**src/rtl/spi_pkg.sv**
```systemverilog
// Shared definitions for the SPI register-write controller.
// Holds the FSM state type, register address map and frame field positions.
// Imported by spi_reg_ctrl; no logic lives here.
package spi_pkg;

  typedef enum logic [1:0] {
    IDLE   = 2'd0,
    DECODE = 2'd1,
    APPLY  = 2'd2
  } state_t;

  // Register address map
  localparam int ADDR_EN_OUT_LO = 0;
  localparam int ADDR_EN_OUT_HI = 1;
  localparam int ADDR_EN_PWM_LO = 2;
  localparam int ADDR_EN_PWM_HI = 3;
  localparam int ADDR_DUTY      = 4;
  localparam int MAX_ADDR       = 4;

  // Frame layout: {wr, addr[6:0], data[7:0]}
  localparam int WR_BIT   = 15;
  localparam int ADDR_MSB = 14;
  localparam int ADDR_LSB = 8;

endpackage

```
**src/rtl/sat_counter.sv**
```systemverilog
// Saturating up-counter used for the debug error/overrun counts.
// Latency: count reflects an inc one cycle later.
// Holds at all-ones once reached; synchronous active-high clear.
module sat_counter #(
  parameter int W = 8
) (
  input  logic         clk,
  input  logic         rst,
  input  logic         inc,
  output logic [W-1:0] count
);

  // Count up on inc, stop at all-ones so the value never wraps
  always_ff @(posedge clk) begin
    if (rst) begin
      count <= '0;
    end else if (inc && (count != '1)) begin
      count <= count + W'(1);
    end
  end

endmodule

```
**src/rtl/spi_reg_ctrl.sv**
```systemverilog
// Register-write controller: validates 16-bit SPI frames and writes the output/PWM register bank.
// Latency: frame accepted in cycle N is visible on the register outputs in cycle N+3.
// frame_ready is high only in IDLE; a frame_valid pulse while busy is dropped and counted.
// Optional macro SPI_REG_CTRL_DUTY_SHADOW_EN: double-buffered duty committed on pwm_period_end.
module spi_reg_ctrl #(
  parameter int MAX_ADDR = spi_pkg::MAX_ADDR,
  parameter int ADDR_W   = 7,
  parameter int DATA_W   = 8,
  parameter int CNT_W    = 8
) (
  input  logic                        clk,
  input  logic                        rst,
  input  logic                        frame_valid,
  input  logic [ADDR_W+DATA_W:0]      frame,
  output logic                        frame_ready,
  input  logic                        pwm_period_end,
  output logic [DATA_W-1:0]           en_reg_out_7_0,
  output logic [DATA_W-1:0]           en_reg_out_15_8,
  output logic [DATA_W-1:0]           en_reg_pwm_7_0,
  output logic [DATA_W-1:0]           en_reg_pwm_15_8,
  output logic [DATA_W-1:0]           pwm_duty_cycle,
  output logic                        duty_pending,
  output logic [CNT_W-1:0]            err_count,
  output logic [CNT_W-1:0]            ovr_count
);

  import spi_pkg::*;

  state_t                  state;
  state_t                  next_state;
  logic [ADDR_W+DATA_W:0]  hold_frame;
  logic [ADDR_W-1:0]       hold_addr;
  logic [DATA_W-1:0]       hold_data;
  logic                    addr_ok;
  logic                    accept;
  logic                    err_inc;
  logic                    ovr_inc;
  logic                    apply_en;

  assign hold_addr = hold_frame[ADDR_MSB:ADDR_LSB];
  assign hold_data = hold_frame[DATA_W-1:0];
  // Only writes to a mapped address are applied; reads have no path here
  assign addr_ok   = hold_frame[WR_BIT] && (int'(hold_addr) <= MAX_ADDR);
  // A pulse that arrives while a frame is in flight is lost
  assign ovr_inc   = frame_valid && !frame_ready;

  // FSM state register
  always_ff @(posedge clk) begin
    if (rst) begin
      state <= IDLE;
    end else begin
      state <= next_state;
    end
  end

  // FSM next-state and per-state strobes
  always_comb begin
    next_state  = state;
    frame_ready = 1'b0;
    accept      = 1'b0;
    err_inc     = 1'b0;
    apply_en    = 1'b0;
    unique case (state)
      IDLE: begin
        frame_ready = 1'b1;
        if (frame_valid) begin
          accept     = 1'b1;
          next_state = DECODE;
        end
      end
      DECODE: begin
        if (addr_ok) begin
          next_state = APPLY;
        end else begin
          err_inc    = 1'b1;
          next_state = IDLE;
        end
      end
      APPLY: begin
        apply_en   = 1'b1;
        next_state = IDLE;
      end
      default: next_state = IDLE;
    endcase
  end

  // Capture the accepted frame; reset discards anything held
  always_ff @(posedge clk) begin
    if (rst) begin
      hold_frame <= '0;
    end else if (accept) begin
      hold_frame <= frame;
    end
  end

`ifdef SPI_REG_CTRL_DUTY_SHADOW_EN
  logic [DATA_W-1:0] duty_shadow;

  // Register bank: commit reads the pre-write shadow, so a same-cycle write stays pending
  always_ff @(posedge clk) begin
    if (rst) begin
      en_reg_out_7_0  <= '0;
      en_reg_out_15_8 <= '0;
      en_reg_pwm_7_0  <= '0;
      en_reg_pwm_15_8 <= '0;
      pwm_duty_cycle  <= '0;
      duty_shadow     <= '0;
      duty_pending    <= 1'b0;
    end else begin
      if (pwm_period_end && duty_pending) begin
        pwm_duty_cycle <= duty_shadow;
        duty_pending   <= 1'b0;
      end
      if (apply_en) begin
        case (hold_addr)
          ADDR_W'(ADDR_EN_OUT_LO): en_reg_out_7_0  <= hold_data;
          ADDR_W'(ADDR_EN_OUT_HI): en_reg_out_15_8 <= hold_data;
          ADDR_W'(ADDR_EN_PWM_LO): en_reg_pwm_7_0  <= hold_data;
          ADDR_W'(ADDR_EN_PWM_HI): en_reg_pwm_15_8 <= hold_data;
          ADDR_W'(ADDR_DUTY): begin
            duty_shadow  <= hold_data;
            duty_pending <= 1'b1;
          end
          default: ;
        endcase
      end
    end
  end
`else
  logic unused_pwm_period_end;
  assign unused_pwm_period_end = pwm_period_end;
  assign duty_pending          = 1'b0;

  // Register bank: duty is written directly like the other registers
  always_ff @(posedge clk) begin
    if (rst) begin
      en_reg_out_7_0  <= '0;
      en_reg_out_15_8 <= '0;
      en_reg_pwm_7_0  <= '0;
      en_reg_pwm_15_8 <= '0;
      pwm_duty_cycle  <= '0;
    end else if (apply_en) begin
      case (hold_addr)
        ADDR_W'(ADDR_EN_OUT_LO): en_reg_out_7_0  <= hold_data;
        ADDR_W'(ADDR_EN_OUT_HI): en_reg_out_15_8 <= hold_data;
        ADDR_W'(ADDR_EN_PWM_LO): en_reg_pwm_7_0  <= hold_data;
        ADDR_W'(ADDR_EN_PWM_HI): en_reg_pwm_15_8 <= hold_data;
        ADDR_W'(ADDR_DUTY):      pwm_duty_cycle  <= hold_data;
        default: ;
      endcase
    end
  end
`endif

  sat_counter #(.W(CNT_W)) u_err_cnt (
    .clk   (clk),
    .rst   (rst),
    .inc   (err_inc),
    .count (err_count)
  );

  sat_counter #(.W(CNT_W)) u_ovr_cnt (
    .clk   (clk),
    .rst   (rst),
    .inc   (ovr_inc),
    .count (ovr_count)
  );

endmodule

```
**config.mk**
```make
export PLATFORM = sky130hd
export DESIGN_NAME = spi_reg_ctrl
export DESIGN_NICKNAME = d
export VERILOG_FILES = /design/src/rtl/spi_pkg.sv /design/src/rtl/sat_counter.sv /design/src/rtl/spi_reg_ctrl.sv
export SDC_FILE = /design/constraint.sdc
export NUM_CORES = 1
export LEC_CHECK = 0
export CORE_ASPECT_RATIO = 1.4
export CORE_MARGIN = 2
export CORE_UTILIZATION = 45
export CTS_BUF_LIST = sky130_fd_sc_hd__clkbuf_16
export CTS_CLUSTER_SIZE = 28
export DETAILED_ROUTE_END_ITERATION = 10
export PLACE_DENSITY = 0.74
export RECOVER_POWER = 25
export REMOVE_ABC_BUFFERS = 1
export SLEW_MARGIN = 20
export SYNTH_ARGS = -nofsm -noshare
export SYNTH_HDL_FRONTEND = slang
export SYNTH_HIERARCHICAL = 1
export SYNTH_SLANG_ARGS = --single-unit
```
**constraint.sdc**
```tcl
create_clock -name clk -period 1.9 [get_ports clk]
set_input_delay 0.19 -clock clk [delete_from_list [all_inputs] [get_ports clk]]
set_output_delay 0.19 -clock clk [all_outputs]
set_load 0.05 [all_outputs]
```
Word level (Yosys, flattened, before mapping)
Cells that the tools add are included.
{ "totals": {"out_inout_bits": 58, "word_cells": 42, "regBits": 74, "inputBits": 20} }
{ "classes": {"reduce_logical": 12, "n_lt_le_gt_ge": 1, "addsub": 2, "n_mux": 9, "n_eq_ne": 9} }
{ "ops": {"columns": ["operator", "count"], "rows": [
  ["adder 8 x 1 -> 8 bit, second input constant", 2],
  ["!= test 8 bit, second input constant", 2],
  ["equality test 7 x 2 -> 1 bit, second input constant", 2],
  ["AND reduction 2 bit", 5],
  ["equality test 7 x 1 -> 1 bit, second input constant", 1],
  ["equality test 7 x 3 -> 1 bit, second input constant", 1],
  ["<= comparator 7 x 3 -> 1 bit, second input constant", 1],
  ["logical NOT 7 bit", 1],
  ["two-way mux 1 bit", 6],
  ["logical AND 1 bit", 4],
  ["two-way mux 2 bit", 2],
  ["one-hot mux 2 bit (2 select lines)", 1],
  ["equality test 2 x 1 -> 1 bit, second input constant", 1],
  ["equality test 2 bit, second input constant", 1],
  ["logical NOT 2 bit", 1],
  ["!= test 2 bit, second input constant", 1],
  ["logical NOT 1 bit", 1]
]} }

Depth between registers and ports, before layout
{ "logic_depth": {"depth_word": 5, "mapped_depth": 6, "mapped_depth_nobuf": 6} }

Cells and area by module
Netlist, hierarchy kept.
{ "modules_own_cells": {"columns": ["mod", "instances", "seq_area_each_um2", "area_per_inst_um2", "cells_per_inst"], "rows": [
  ["spi_reg_ctrl", 1, 1161.1, 2316.0, 210],
  ["sat_counter", 2, 160.2, 430.4, 46]
]} }

Least setup slack after synthesis
OpenSTA, ideal clock, no wires.
{ "synth_path": {"path_kind": "reg-to-reg", "startpoint": "register state[1]", "endpoint": "register u_ovr_cnt.count[5]", "setup_time_ps": 152, "path_stages_with_launch": 6, "required_time_ps": 1748, "path_slack_ps": 12, "n_path_buf": 0, "arrival_ps": 1737, "synth_period_minus_slack_ps": 1888, "path_cell_list": "dfxtp_1 -> nor2_1 -> nor2b_1 -> and4_1 -> a31oi_1 -> a211oi_1"} }
{ "synth_via": {"elab_chain_cells": 5} }
{ "synth_rtl": {"columns": ["item", "line_no", "text"], "rows": [
  ["start, declared", "spi_reg_ctrl.sv:29", "state_t state;"],
  ["start signal, assigned", "spi_reg_ctrl.sv:52", "state <= next_state;"],
  ["logical NOT 2 bit", "spi_reg_ctrl.sv:63", "unique case (state)"],
  ["two-way mux 1 bit", "spi_reg_ctrl.sv:63", null],
  ["net frame_ready", "spi_reg_ctrl.sv:15", "output logic frame_ready,"],
  ["logical NOT 1 bit", "spi_reg_ctrl.sv:45", "assign ovr_inc = frame_valid && !frame_ready;"],
  ["logical AND 1 bit", "spi_reg_ctrl.sv:45", null],
  ["net ovr_inc", "spi_reg_ctrl.sv:37", "logic ovr_inc;"],
  ["logical AND 1 bit", "sat_counter.sv:17", "end else if (inc && (count != '1)) begin"],
  ["end signal, assigned", "sat_counter.sv:18", "count <= count + W'(1);"],
  ["end, declared", "sat_counter.sv:10", "output logic [W-1:0] count"]
]} }
The timed path passes the listed nets, and every way through them passes these cells.
A chain may end at the register's enable or synchronous reset.

Final worst setup path
{ "layout_path": {"startpoint": "register u_err_cnt.count[2]", "endpoint": "output err_count[2]"} }
{ "layout_lines": {"columns": ["item", "line_no", "text"], "rows": [
  ["start, declared", "sat_counter.sv:10", null],
  ["start signal, assigned", "sat_counter.sv:18", null],
  ["end, declared", "spi_reg_ctrl.sv:23", "output logic [CNT_W-1:0] err_count,"]
]} }
No word-level cell between the ends.

==> run_results.csv <==
group,metric,value,unit
route,vias,2466,
power,power_dissipated_by_switching_net_loads,774,uW
timing,fin_ws,0.0900,ns
finish,postLayoutCellArea,4280,um^2
cts,cts.repair_timing.setup_buffer_count,0,
route,drtIter0Drc,74,
power,clock_power_share,45.3,%
die,ioPinCount,78,
critical_path,crit_slowest_cell,"sky130_fd_sc_hd__clkdlybuf4s50_1",
route,routed_via_density,5.10,
critical_path,crit_fanout,8,
cts,tritoncts,"built",
cts,cts_made_buffers,9,
grt,total_overflow_reported_by_the_global_router,0,
grt,gr-usage-all-layers,18.9,%
critical_path,worst-endpoint-arrival,1.62,ns
die,fp-row-count,36,
finish,num-fill-cells,618,
logic_synthesis,syn-mean-instance-area,10.5,um^2
route,drt_drc_violations_left,0,
route,route.detailed.wl_per_inst,14.1,um
finish,antennaDiodeCount,0,
timing,grt_setup_unrepaired,"false",
power,power.share.sequential,47.9,%
cts,clk_pin_slew,0.06,ns
cts,htreeDepth,3,
hold_path,holdCritPathClass,"in2reg",
timing,maxClockFrequency,0.552,GHz
timing,final-setup-viol-count,0,
power,leakage_power_of_the_design,1.70,nW
critical_path,critical_path.cell_chain,"clkdlybuf4s50_1",
cts,cts_hold_repair.buffers,0,
timing,finalHoldViolCount,0,
timing,finalCriticalPeriod,1.81,ns
finish,layout-area-overhead-vs-synth,34.7,%
die,chipHeight,103,um
route,detail_route.wirelength,6.80,mm
grt,global_route_wire_length_before_repair,11.3,mm
logic_synthesis,yosys_register_bits,74,
placed_design,gp_congestion,0.819,
logic_synthesis,synth-compound-area-share,7.17,%
route,final_antenna_net_count,0,
cts,clkLatencyLatePin,0.32,ns
cts,cts.root.buffer_cell,"sky130_fd_sc_hd__clkbuf_16",
power,cellInternalPower,2.57,mW
cts,clock_tree.buffer_depth,2,
logic_synthesis,multiplexer_share_of_the_synthesized_area,19.2,%
finish,final_nets,406,
critical_path,criticalPathCategory,"reg2out",
grt,antenna_violations_before_repair,0,
finish,layout_cell_share_with_drive_strength_beyond_1,9.77,%
timing,final.period_utilization,95.3,%
grt,grt_max_degree,31,
timing,fin_worst_skew,0.00476,ns
placed_design,io_buffer_count,75,
power,netSwitchingFraction,23.1,%
die,starting_density_of_the_core,46.1,%
logic_synthesis,post_synthesis_share_of_cell_area_spent_on_full_adders_half_adders_and_majority_gates,0.788,%
placed_design,placement_stage_worst_setup_slack,0.216,ns
placed_design,cell_area_placed,4040,um^2
logic_synthesis,synth_simple_gate_area_share,22.3,%
logic_synthesis,post_synth_instance_area,3180,um^2
timing,tightest_slew,0.566,ns
status,status,"finished, final reports clean",
power,comb_power_share,6.8,%
power,powerDensity,782,nW/um^2
critical_path,cp.required,1.71,ns
logic_synthesis,syn_inst,302,
grt,first_global_vias,2373,
logic_synthesis,combinational_family_with_the_most_area_after_synthesis,"simple AND/OR/NAND/NOR gates",
critical_path,critical-path-max-stage-delay,0.85,ns
logic_synthesis,synth_sequential_area_ratio,46.6,%
placed_design,place_hpwl,4.92,mm
critical_path,crit_family,"buffers and inverters",
timing,setup_total_negative_slack,0,ns
logic_synthesis,synthesis.yosys.warnings,6,
die,die_width,75.0,um
die,core,6890,um^2
die,fp.dieArea,7760,um^2
critical_path,cp.buffers_inverters,1,
logic_synthesis,synth_cell_types,41,
critical_path,capturing_element_type_of_the_critical_path,"output pin",
cts,clock_tree_sinks,74,
power,vdd_ir_drop_max,0.731,mV
logic_synthesis,synthXorXnorAreaFrac,0,%
run,maxCapViolCount,0,
route,detailedRoute.firstPassIterationCount,4,
timing,slew_viol_final,0,
power,fin_total_pwr,3.35,mW
critical_path,worst_setup_path_start_kind,"register",
timing,slew_headroom,62.2,%
-- per-layer routing --
| metal | vias to the layer above | global-route usage (%) | routed length (um) |
|---|---|---|---|
| met5 | - | 0 | 0 |
| met3 | 6 | 4.94 | 341 |
| met1 | 1178 | 22.3 | 2880 |
| met4 | 0 | 6.87 | 74 |
| li1 | 1219 | - | - |
| met2 | 63 | 32.4 | 3510 |
-- worst paths after layout --
check / start / end / slack, ns / cells after the start
worst max-delay path: u_err_cnt/count[2]$_SDFFE_PP0P_ / err_count[2] / 0.09 / 1
worst min register to register: en_reg_out_15_8[5]$_SDFFE_PP0P_ / en_reg_out_15_8[5]$_SDFFE_PP0P_ / 0.47 / 2
worst min-delay path: rst / hold_frame[15]$_SDFFE_PP0P_ / 0.34 / 2
worst max register to register: hold_frame[11]$_SDFFE_PP0P_ / u_err_cnt/count[5]$_SDFFE_PP0P_ / 0.21 / 6
-- cell families after synthesis --
family | Yosys count
fa+ha+maj | 2
flops | 74
simple gates | 116
mux | 60
buf+inv | 18
compound gates | 31
other cells | 1
-- cell type report --
class	count	area [um^2]	area share [%]
Clock buffer	9	225	5.26
Clock inverter	7	46.3	1.08
Inverter	2	7.51	0.175
Multi-Input combinational cell	210	1560	36.5
Sequential cell	74	1480	34.6
Tap cell	95	119	2.78
Timing Repair Buffer	87	841	19.6
-- per-stage QoR --
stage,util [%],cells,hold WS (ns)
after floorplan,-,286,0.262
after global placement,58.6,468,0.458
after detailed placement,58.6,468,0.464
after CTS,62.5,484,0.344
after global routing,62.1,484,0.374
final,62.1,484,0.343
-- flip-flops by register name, indices dropped and copies added, names as in the netlist --
name             flops
pwm_duty_cycle       8
u_ovr_cnt/count      8
en_reg_out_15_8      8
en_reg_pwm_15_8      8
u_err_cnt/count      8
state                2
en_reg_pwm_7_0       8
en_reg_out_7_0       8
hold_frame          16
-- power by group through the flow --
| stage | logic (mW) | clock network (mW) | registers (mW) |
|---|---|---|---|
| global route | 0.247 | 1.63 | 1.61 |
| detailed placement | 0.234 | 0 | 1.64 |
| finish | 0.226 | 1.52 | 1.60 |
| global placement | 0.230 | 0 | 1.64 |
| floorplan | 0.118 | 0 | 1.65 |
| CTS | 0.236 | 1.55 | 1.60 |
-- synth_stat cells --
cell type                  number  share of area (%)
sky130_fd_sc_hd__mux2i_1       58                 18
sky130_fd_sc_hd__a21boi_0       2               0.47
sky130_fd_sc_hd__and4_1         5                1.4
sky130_fd_sc_hd__a211oi_1       4               0.95
sky130_fd_sc_hd__buf_2          2               0.32
sky130_fd_sc_hd__a21oi_1       10                1.6
sky130_fd_sc_hd__nand2b_1      50                9.8
sky130_fd_sc_hd__nand3_2        1               0.32
sky130_fd_sc_hd__inv_1          2               0.24
sky130_fd_sc_hd__nor3b_2        1               0.39
sky130_fd_sc_hd__nand4b_1       2               0.55
sky130_fd_sc_hd__a311oi_1       2               0.55
sky130_fd_sc_hd__and2_1         1               0.20
sky130_fd_sc_hd__o21ai_1        2               0.32
sky130_fd_sc_hd__nand2_1       10                1.2
sky130_fd_sc_hd__ha_1           2               0.79
sky130_fd_sc_hd__or3_2          2               0.47
sky130_fd_sc_hd__a31oi_1        2               0.39
sky130_fd_sc_hd__nand4_1        4               0.79
sky130_fd_sc_hd__buf_4          5                1.2
sky130_fd_sc_hd__o21bai_1       4               0.95
sky130_fd_sc_hd__nor4b_1        1               0.28
sky130_fd_sc_hd__o311a_1        2               0.63
sky130_fd_sc_hd__o21ai_0        1               0.16
sky130_fd_sc_hd__buf_1          1               0.12
sky130_fd_sc_hd__buf_6          4                1.4
sky130_fd_sc_hd__nor3_1         4               0.63
sky130_fd_sc_hd__nor2_1        20                2.4
sky130_fd_sc_hd__and2b_2        2               0.55
sky130_fd_sc_hd__a21boi_4       2                1.2
sky130_fd_sc_hd__nor2b_1        2               0.39
sky130_fd_sc_hd__conb_1         1               0.12
sky130_fd_sc_hd__nor3b_1        1               0.24
sky130_fd_sc_hd__nand3_1        5               0.79
sky130_fd_sc_hd__nor4_4         1               0.67
sky130_fd_sc_hd__clkbuf_1       4               0.47
sky130_fd_sc_hd__mux2_4         2               0.95
sky130_fd_sc_hd__and3_4         2               0.71
sky130_fd_sc_hd__and4b_1        1               0.32
sky130_fd_sc_hd__dfxtp_1       74                 47
sky130_fd_sc_hd__and3b_1        1               0.28
-- cell usage in the layout, fill, tap and decap left out, types with 2 or more instances in the layout --
cell type                         synthesis  routed
sky130_fd_sc_hd__dfxtp_1                 74      74
sky130_fd_sc_hd__clkdlybuf4s50_1          0      72
sky130_fd_sc_hd__mux2i_1                 58      58
sky130_fd_sc_hd__nand2b_1                50      50
sky130_fd_sc_hd__nor2_1                  20      20
sky130_fd_sc_hd__a21oi_1                 10      10
sky130_fd_sc_hd__nand2_1                 10      10
sky130_fd_sc_hd__clkbuf_16                0       9
sky130_fd_sc_hd__buf_4                    5       7
sky130_fd_sc_hd__nand3_1                  5       5
sky130_fd_sc_hd__and4_1                   5       5
sky130_fd_sc_hd__nand4_1                  4       4
sky130_fd_sc_hd__nor3_1                   4       4
sky130_fd_sc_hd__o21bai_1                 4       4
sky130_fd_sc_hd__a211oi_1                 4       4
sky130_fd_sc_hd__clkinvlp_4               0       3
sky130_fd_sc_hd__clkinv_2                 0       3
sky130_fd_sc_hd__a21boi_0                 2       3
sky130_fd_sc_hd__nor2b_1                  2       2
sky130_fd_sc_hd__nand4b_1                 2       2
sky130_fd_sc_hd__dlymetal6s2s_1           0       2
sky130_fd_sc_hd__clkbuf_2                 0       2
sky130_fd_sc_hd__clkbuf_1                 4       2
sky130_fd_sc_hd__inv_1                    2       2
sky130_fd_sc_hd__or3_2                    2       2
sky130_fd_sc_hd__o21ai_1                  2       2
sky130_fd_sc_hd__and2b_2                  2       2
sky130_fd_sc_hd__mux2_4                   2       2
sky130_fd_sc_hd__o311a_1                  2       2
sky130_fd_sc_hd__a31oi_1                  2       2
sky130_fd_sc_hd__a311oi_1                 2       2
sky130_fd_sc_hd__ha_1                     2       2
-- repair_timing --
action	CTS	global route
endpoints found under the hold margin	0	0
resized for setup	0	2
setup endpoints to repair	0	2
No activity file was read; power rests on OpenSTA's default activity.
